## src/rtl/cargador_texto.sv

```systemverilog
// cargador_texto: writes a stream of characters into the data-RAM text region
// as 32-bit words, starting at BASE_ADDR and stepping by ADDR_STEP. On commit
// it appends the TERMINATOR word so the reader always finds a terminated string.
// Optional build macro: ECHO_7SEG_EN adds a 7-segment echo of the last character.
module cargador_texto #(
    parameter int unsigned BASE_ADDR  = 16,
    parameter int unsigned ADDR_STEP  = 4,
    parameter int unsigned ADDR_W     = 8,
    parameter int unsigned MAX_CHARS  = 16,
    parameter logic [7:0]  TERMINATOR = 8'h26,
    localparam int unsigned CNT_W     = $clog2(MAX_CHARS + 1)
) (
    input  logic              clock,
    input  logic              reset_n,
    input  logic              start,
    input  logic              char_valid,
    input  logic [7:0]        char_data,
    input  logic              commit,
    output logic              char_ready,
    output logic [ADDR_W-1:0] addressForRam,
    output logic [31:0]       wdataForRam,
    output logic              weForRam,
    output logic [CNT_W-1:0]  char_count,
    output logic              done,
    output logic              overflow
`ifdef ECHO_7SEG_EN
    ,
    output logic [6:0]        segments
`endif
);

    typedef enum logic [2:0] {
        IDLE,
        LOAD,
        WR,
        TERM,
        DONE
    } state_t;

    localparam logic [ADDR_W-1:0] BASE_A = ADDR_W'(BASE_ADDR);
    localparam logic [ADDR_W-1:0] STEP_A = ADDR_W'(ADDR_STEP);
    localparam logic [CNT_W-1:0]  FULL_C = CNT_W'(MAX_CHARS);

    state_t            state, state_nx;
    logic              full;
    logic              accept;
    logic              term_wr;
    logic              ovf_set;
    logic [ADDR_W-1:0] slot_addr;

    // Current character slot; the terminator shares the same formula.
    assign full      = (char_count == FULL_C);
    assign slot_addr = BASE_A + STEP_A * ADDR_W'(char_count);

    // State register
    always_ff @(posedge clock or negedge reset_n) begin
        if (!reset_n) state <= IDLE;
        else          state <= state_nx;
    end

    // Next state and handshake decode; start overrides everything else
    always_comb begin
        state_nx   = state;
        char_ready = 1'b0;
        accept     = 1'b0;
        term_wr    = 1'b0;
        ovf_set    = 1'b0;
        case (state)
            IDLE: begin
                if (start) state_nx = LOAD;
            end
            LOAD: begin
                char_ready = !commit && !full;
                if (start) begin
                    state_nx = LOAD;
                end else if (commit) begin
                    term_wr  = 1'b1;
                    state_nx = TERM;
                end else if (char_valid && !full) begin
                    accept   = 1'b1;
                    state_nx = WR;
                end else if (char_valid) begin
                    ovf_set  = 1'b1;
                end
            end
            WR:   state_nx = LOAD;
            TERM: state_nx = start ? LOAD : DONE;
            DONE: begin
                if (start) state_nx = LOAD;
            end
            default: state_nx = IDLE;
        endcase
    end

    // RAM write port, counter and status flags; writes are launched at the
    // accepting edge so the enable is high for exactly the WR/TERM cycle
    always_ff @(posedge clock or negedge reset_n) begin
        if (!reset_n) begin
            weForRam      <= 1'b0;
            addressForRam <= BASE_A;
            wdataForRam   <= 32'h0;
            char_count    <= '0;
            done          <= 1'b0;
            overflow      <= 1'b0;
        end else begin
            weForRam <= 1'b0;
            if (start) begin
                char_count <= '0;
                overflow   <= 1'b0;
                done       <= 1'b0;
            end else begin
                if (accept) begin
                    weForRam      <= 1'b1;
                    addressForRam <= slot_addr;
                    wdataForRam   <= {24'h0, char_data};
                    char_count    <= char_count + CNT_W'(1);
                end
                if (term_wr) begin
                    weForRam      <= 1'b1;
                    addressForRam <= slot_addr;
                    wdataForRam   <= {24'h0, TERMINATOR};
                end
                if (ovf_set)       overflow <= 1'b1;
                if (state == TERM) done     <= 1'b1;
            end
        end
    end

`ifdef ECHO_7SEG_EN
    // Echo of the last stored character on a gfedcba active-low display
    always_ff @(posedge clock or negedge reset_n) begin
        if (!reset_n) begin
            segments <= 7'b1000000;
        end else if (start) begin
            segments <= 7'b1000000;
        end else if (accept) begin
            case (char_data)
                8'h48:   segments <= 7'b0001001;
                8'h4F:   segments <= 7'b1000000;
                8'h03:   segments <= 7'b0110000;
                default: segments <= 7'b1000000;
            endcase
        end
    end
`endif

endmodule

```

## config.mk

```make
export PLATFORM = sky130hd
export DESIGN_NAME = cargador_texto
export DESIGN_NICKNAME = d
export VERILOG_FILES = /design/src/rtl/cargador_texto.sv
export SDC_FILE = /design/constraint.sdc
export NUM_CORES = 1
export LEC_CHECK = 0
export CORE_ASPECT_RATIO = 1.4
export CORE_UTILIZATION = 39
export DETAILED_ROUTE_END_ITERATION = 12
export GPL_TIMING_DRIVEN = 0
export PLACE_DENSITY = 0.76
export SETUP_SLACK_MARGIN = 0.2
export SYNTH_ARGS = -nofsm -noshare
export SYNTH_HDL_FRONTEND = slang
export SYNTH_SLANG_ARGS = --single-unit
```

## constraint.sdc

```tcl
create_clock -name clock -period 2.02 [get_ports clock]
set_input_delay 0.606 -clock clock [delete_from_list [all_inputs] [get_ports clock]]
set_output_delay 0.606 -clock clock [all_outputs]
set_load 0.05 [all_outputs]
```

* Yosys cells after proc, flatten, opt, wreduce, memory -nomap -nowiden
Index checks and enable logic that the tools add are counted.
Storage, ports and cells: memory bits (read-only) 0, bits in latches 0, logic and storage cells 61, bits in writable memories 0, flip-flop bits (word level) 51, memories 0
Cells by class: shift-type cells 0, $lt $le $gt $ge 0, multiply operators 0, add/sub/neg operators 2, mux-type cells 32, bitwise operators 1, equal/unequal tests 7, divide/modulo/power cells 0, reductions and logical operators 12
Operators by type and width (count):
- $mux W32 | 2
- $mux W1 | 20
- $mux W8 | 2
- $mux W3 | 5
- $pmux W3 S4 | 1
- $mux W5 | 2
- $add A5 B7 Y8 const A | 1
- $reduce_bool A2 Y1 | 4
- $eq A3 B2 Y1 const B | 2
- $add A5 B1 Y5 const B | 1
- $eq A5 B5 Y1 const B | 1
- $ne A4 B4 Y1 const B | 1
- $reduce_and A2 Y1 | 2
- $eq A3 B1 Y1 const B | 1
- $eq A3 B3 Y1 const B | 1
- $logic_not A3 Y1 | 1
- $logic_and A1 B1 Y1 | 2
- $logic_not A1 Y1 | 2
- $ne A2 B1 Y1 const B | 1
- $reduce_or A2 Y1 | 1
- $not A1 Y1 | 1

* Longest topological paths before layout
word-level depth 10, depth in mapped cells 6

* Least setup slack after synthesis
No wires, ideal clock.
path kind register to output, start point register char_count[2], end point output port char_ready, path buffers 1, data arrival time 2796 ps, setup slack -1382 ps, stages on the path, launching flop included 6, path through dfrtp_1 inv_1 ha_1 and3_1 clkbuf_1 nor4_1
Between the ends: longest elaborated chain between the ends 4
Ends and longest elaborated chain:
- from (decl) | line 23 | output logic [CNT_W-1:0] char_count,
- from (signal assigned) | line 116 | char_count <= char_count + CNT_W'(1);
- $eq A5 B5 Y1 | line 52 | assign full = (char_count == FULL_C);
- $logic_not A1 Y1 | line 73 | char_ready = !commit && !full;
- $logic_and A1 B1 Y1 | line 73
- $mux W1 | line 68 | case (state)
- to (decl) | line 19 | output logic char_ready,
Every way passes these cells.

* Worst setup path after layout
start point input port commit, end point output port char_ready
Between the ends: longest elaborated chain between the ends 3
Ends and longest elaborated chain:
- from (decl) | line 18 | input logic commit,
- $logic_not A1 Y1 | line 73
- $logic_and A1 B1 Y1 | line 73
- $mux W1 | line 68
Every way passes these cells.

==> impl_results.md <==
* Crit share post-route at 1.04
* Sequential fraction of the synthesis area at 0.403
* Fin. Hold Viols at 0
* Synth top area share at 0.386
* Ys flop type: dfrtp_1
* Worst IR drop on VDD at 0.000709 V
* Largest net degree at the start of global routing at 26
* Clk sinks at 25
* Critical Path Fanout Max at 10
* DR top layer: met4
* Share of cells above drive strength 1 at 0.427
* Worst Hold Class: reg -> reg
* H-tree depth at 1
* Gpl congestion at 0.764
* Avg Cell Area, Syn at 9.72 sq um
* Synth cell count leaders: buf_4 (28), dfrtp_1 (24), nor2_1 (14), inv_1 (11), nor2b_1 (9)
* R2R depth at 6
* Critical Path End Type: primary output
* Die width at 55.4 um
* Iteration-0 DRC Markers at 32
* Worst skew pair latency at 0.28 ns
* Power Density at 857 nW/um^2
* Buffers on Ports at 35
* Hold_ws at 0.509 ns
* DRC at 0
* Final ANT Viol Nets at 0
* R2R Path End: addressForRam[6]$_DFFE_PN0P_
* Wire length on met2 at 2050 um
* Arrival time worst endpoint at 1.50 ns
* M1 WL at 1620 um
* Area grow syn2layout at 55.5%
* Gate Count Post-Synth at 160
* Worst relative slew slack at 0.251
* Crit Reg-Reg Startpoint: state[1]$_DFFE_PN0P_
* Final Cell Area at 2420 sq um
* Worst hold stages at 2
* Minimum clock period at 2.10 ns
* Congestion Overflow GR at 0
* Reg-to-reg setup timing slack at 0.01 ns
* Initial Util at 0.416
* Status: complete, but fails checks
* DP HPWL at 2360 um
* Hold_buf cts at 0
* Unique cell type count in the Yosys netlist at 35
* Vias per cell at 4.85
* Initial antenna violation count at 0
* Max Clock Skew at 0.00281 ns
* First-pass GRT wire length at 6320 um
* Most numerous cell in the Yosys netlist: buf_4
* Detailed-route via count at 1363
* Number of global-route vias before repair at 1340
* Comb pwr share at 0.523
* WP data required at 1.41 ns
* Post-synth EDFFs at 0
* RSZ-0062 raised after global routing: yes
* Aggregate global-route resource usage at 0.185
* Sequential Power Share at 0.331
* P_sw at 0.962 mW
* Tightest Pin Transition at 1.12 ns
* Pint at 1.11 mW
* # IOs at 62
* WL per Instance at 13.9 um
* Final WL at 3900 um
* Setup violators final at 1
* Routed wl met3 at 173 um
* Clk pwr share at 0.147
* Yosys reg bits at 25
* Largest cells by area after synthesis: dfrtp_1 (39%), buf_4 (14%), mux2_2 (5.8%), nor2b_1 (3.6%), nor2_1 (3.4%)
* Netlist Area Pre-Place at 1560 sq um
* Ys async rst share at 1.00
* Clock tree buffer depth at 2
* Setup CP Type: in -> out
* Switch share at 0.464
* N_diodes at 0
* WHS Endpoint: done$_DFFE_PN0P_
* Die area at 4250 sq um
* Placed instance area at 2120 sq um
* Max Clk Rate at 475 MHz
* Ys Warns at 0
* Final net count at 257
* Min-delay src: done$_DFFE_PN0P_
* Violated checks: negative setup slack
* Drt first pass iters at 4
* MaxCap Viol Count at 0
* Final WS setup at -0.0842 ns
* Startpoint Class: primary input
* Core area at 3740 sq um
* Row count at 26
* Fin. max-slew vios at 0
* Area leader, netlist: dfrtp_1
* Leakage at 1.20 nW
* Vert. Die Dim at 76.7 um
* CTS tree: yes
* Root buf cell: clkbuf_8
* CTS Buf Count at 3
* CTS clk-pin slew, worst paths at 0.09 ns
how the worst max path moves through the flow:
| stage | from | end | slack, ns | cells past startpoint |
|---|---|---|---|---|
| 2_1_floorplan | char_count[2]$_DFFE_PN0P_ | char_ready | -0.35 | 5 |
| 3_3_place_gp | commit | char_ready | -1.44 | 5 |
| 3_5_place_dp | commit | char_ready | -1.41 | 5 |
| 4_1_cts | char_count[2]$_DFFE_PN0P_ | char_ready | -0.09 | 6 |
| 5_1_grt | char_count[1]$_DFFE_PN0P_ | char_ready | -0.17 | 6 |
| 6_report | commit | char_ready | -0.08 | 5 |
what timing repair did:
action | 4_1_cts | 5_1_grt
gates cloned | 0 | 0
buffers inserted | 14 | 1
endpoints found under the setup margin | 45 | 53
pin swaps | 7 | 2
gates resized for setup | 79 | 33
worst max-delay path: stages:
cell and delay, ns:
buf_2 0.14, clkbuf_8 0.14, clkbuf_8 0.16, nor4_4 0.26, buf_6 0.19
power by group through the flow:
stage | sequential, mW | combinational, mW | clock [mW]
after global placement | 0.689 | 0.976 | 0
after floorplan | 0.990 | 0.406 | 0
after CTS | 0.682 | 1.03 | 0.303
final | 0.686 | 1.08 | 0.304
after detailed placement | 0.696 | 0.990 | 0
after global routing | 0.702 | 1.15 | 0.339
registers in the layout, summed over array words and instances, names as in the netlist:
| register | count |
|---|---|
| char_count | 5 |
| overflow | 1 |
| addressForRam | 6 |
| state | 3 |
| wdataForRam | 8 |
| weForRam | 1 |
| done | 1 |
layout make-up:
cell class / count / area, sq um
fill: 292 / 1320
multi-input combinational: 114 / 912
sequential: 25 / 631
timing repair buffer: 50 / 448
buffer: 35 / 288
tap: 42 / 52.6
clock buffer: 3 / 41.3
inverter: 11 / 41.3
clock inverter: 1 / 5.00
per-stage QoR:
| stage | util | TNS [ns] | std cells | power, mW | worst slack (ns) |
|---|---|---|---|---|---|
| 2_1_floorplan | - | -0.513 | 185 | 1.40 | -0.347 |
| 3_3_place_gp | 0.567 | -11.98 | 262 | 1.66 | -1.44 |
| 3_5_place_dp | 0.567 | -12.44 | 262 | 1.69 | -1.41 |
| 4_1_cts | 0.632 | -0.0905 | 280 | 2.01 | -0.0905 |
| 5_1_grt | 0.646 | -0.340 | 281 | 2.19 | -0.166 |
| 6_report | 0.646 | -0.0842 | 281 | 2.07 | -0.0842 |
cell families after synthesis:
| group | Yosys count | synth area share |
|---|---|---|
| and+or+nand+nor | 56 | 0.208 |
| other | 1 | 0.00241 |
| adders and majority gates | 4 | 0.0322 |
| muxes | 11 | 0.0837 |
| xor gates and xnor gates | 1 | 0.00563 |
| DFF | 25 | 0.403 |
| AOI/OAI and AO/OA | 16 | 0.0813 |
| buffers and inverters | 46 | 0.184 |
per-layer routing:
layer | vias up | global-route usage
met4 | 0 | 0.0600
met1 | 659 | 0.228
met5 | - | 0
met3 | 4 | 0.0337
met2 | 42 | 0.324
li1 | 658 | -
cell usage in the layout (no fill, tap or decap), types with 4 or more instances in the layout:
| cell type | n |
|---|---|
| a211oi_1 | 4 |
| buf_4 | 39 |
| dlygate4sd2_1 | 8 |
| inv_2 | 4 |
| conb_1 | 26 |
| nand2_1 | 6 |
| buf_2 | 4 |
| nor2_1 | 13 |
| nor3_4 | 4 |
| inv_1 | 7 |
| nand4_1 | 6 |
| nor2b_1 | 9 |
| clkbuf_8 | 5 |
| dfrtp_1 | 21 |
| buf_6 | 5 |
| mux2_4 | 10 |
| clkdlybuf4s50_1 | 9 |
| clkdlybuf4s15_1 | 4 |
| o311ai_0 | 4 |
| clkbuf_2 | 5 |
(Power assumes the default switching activity.)
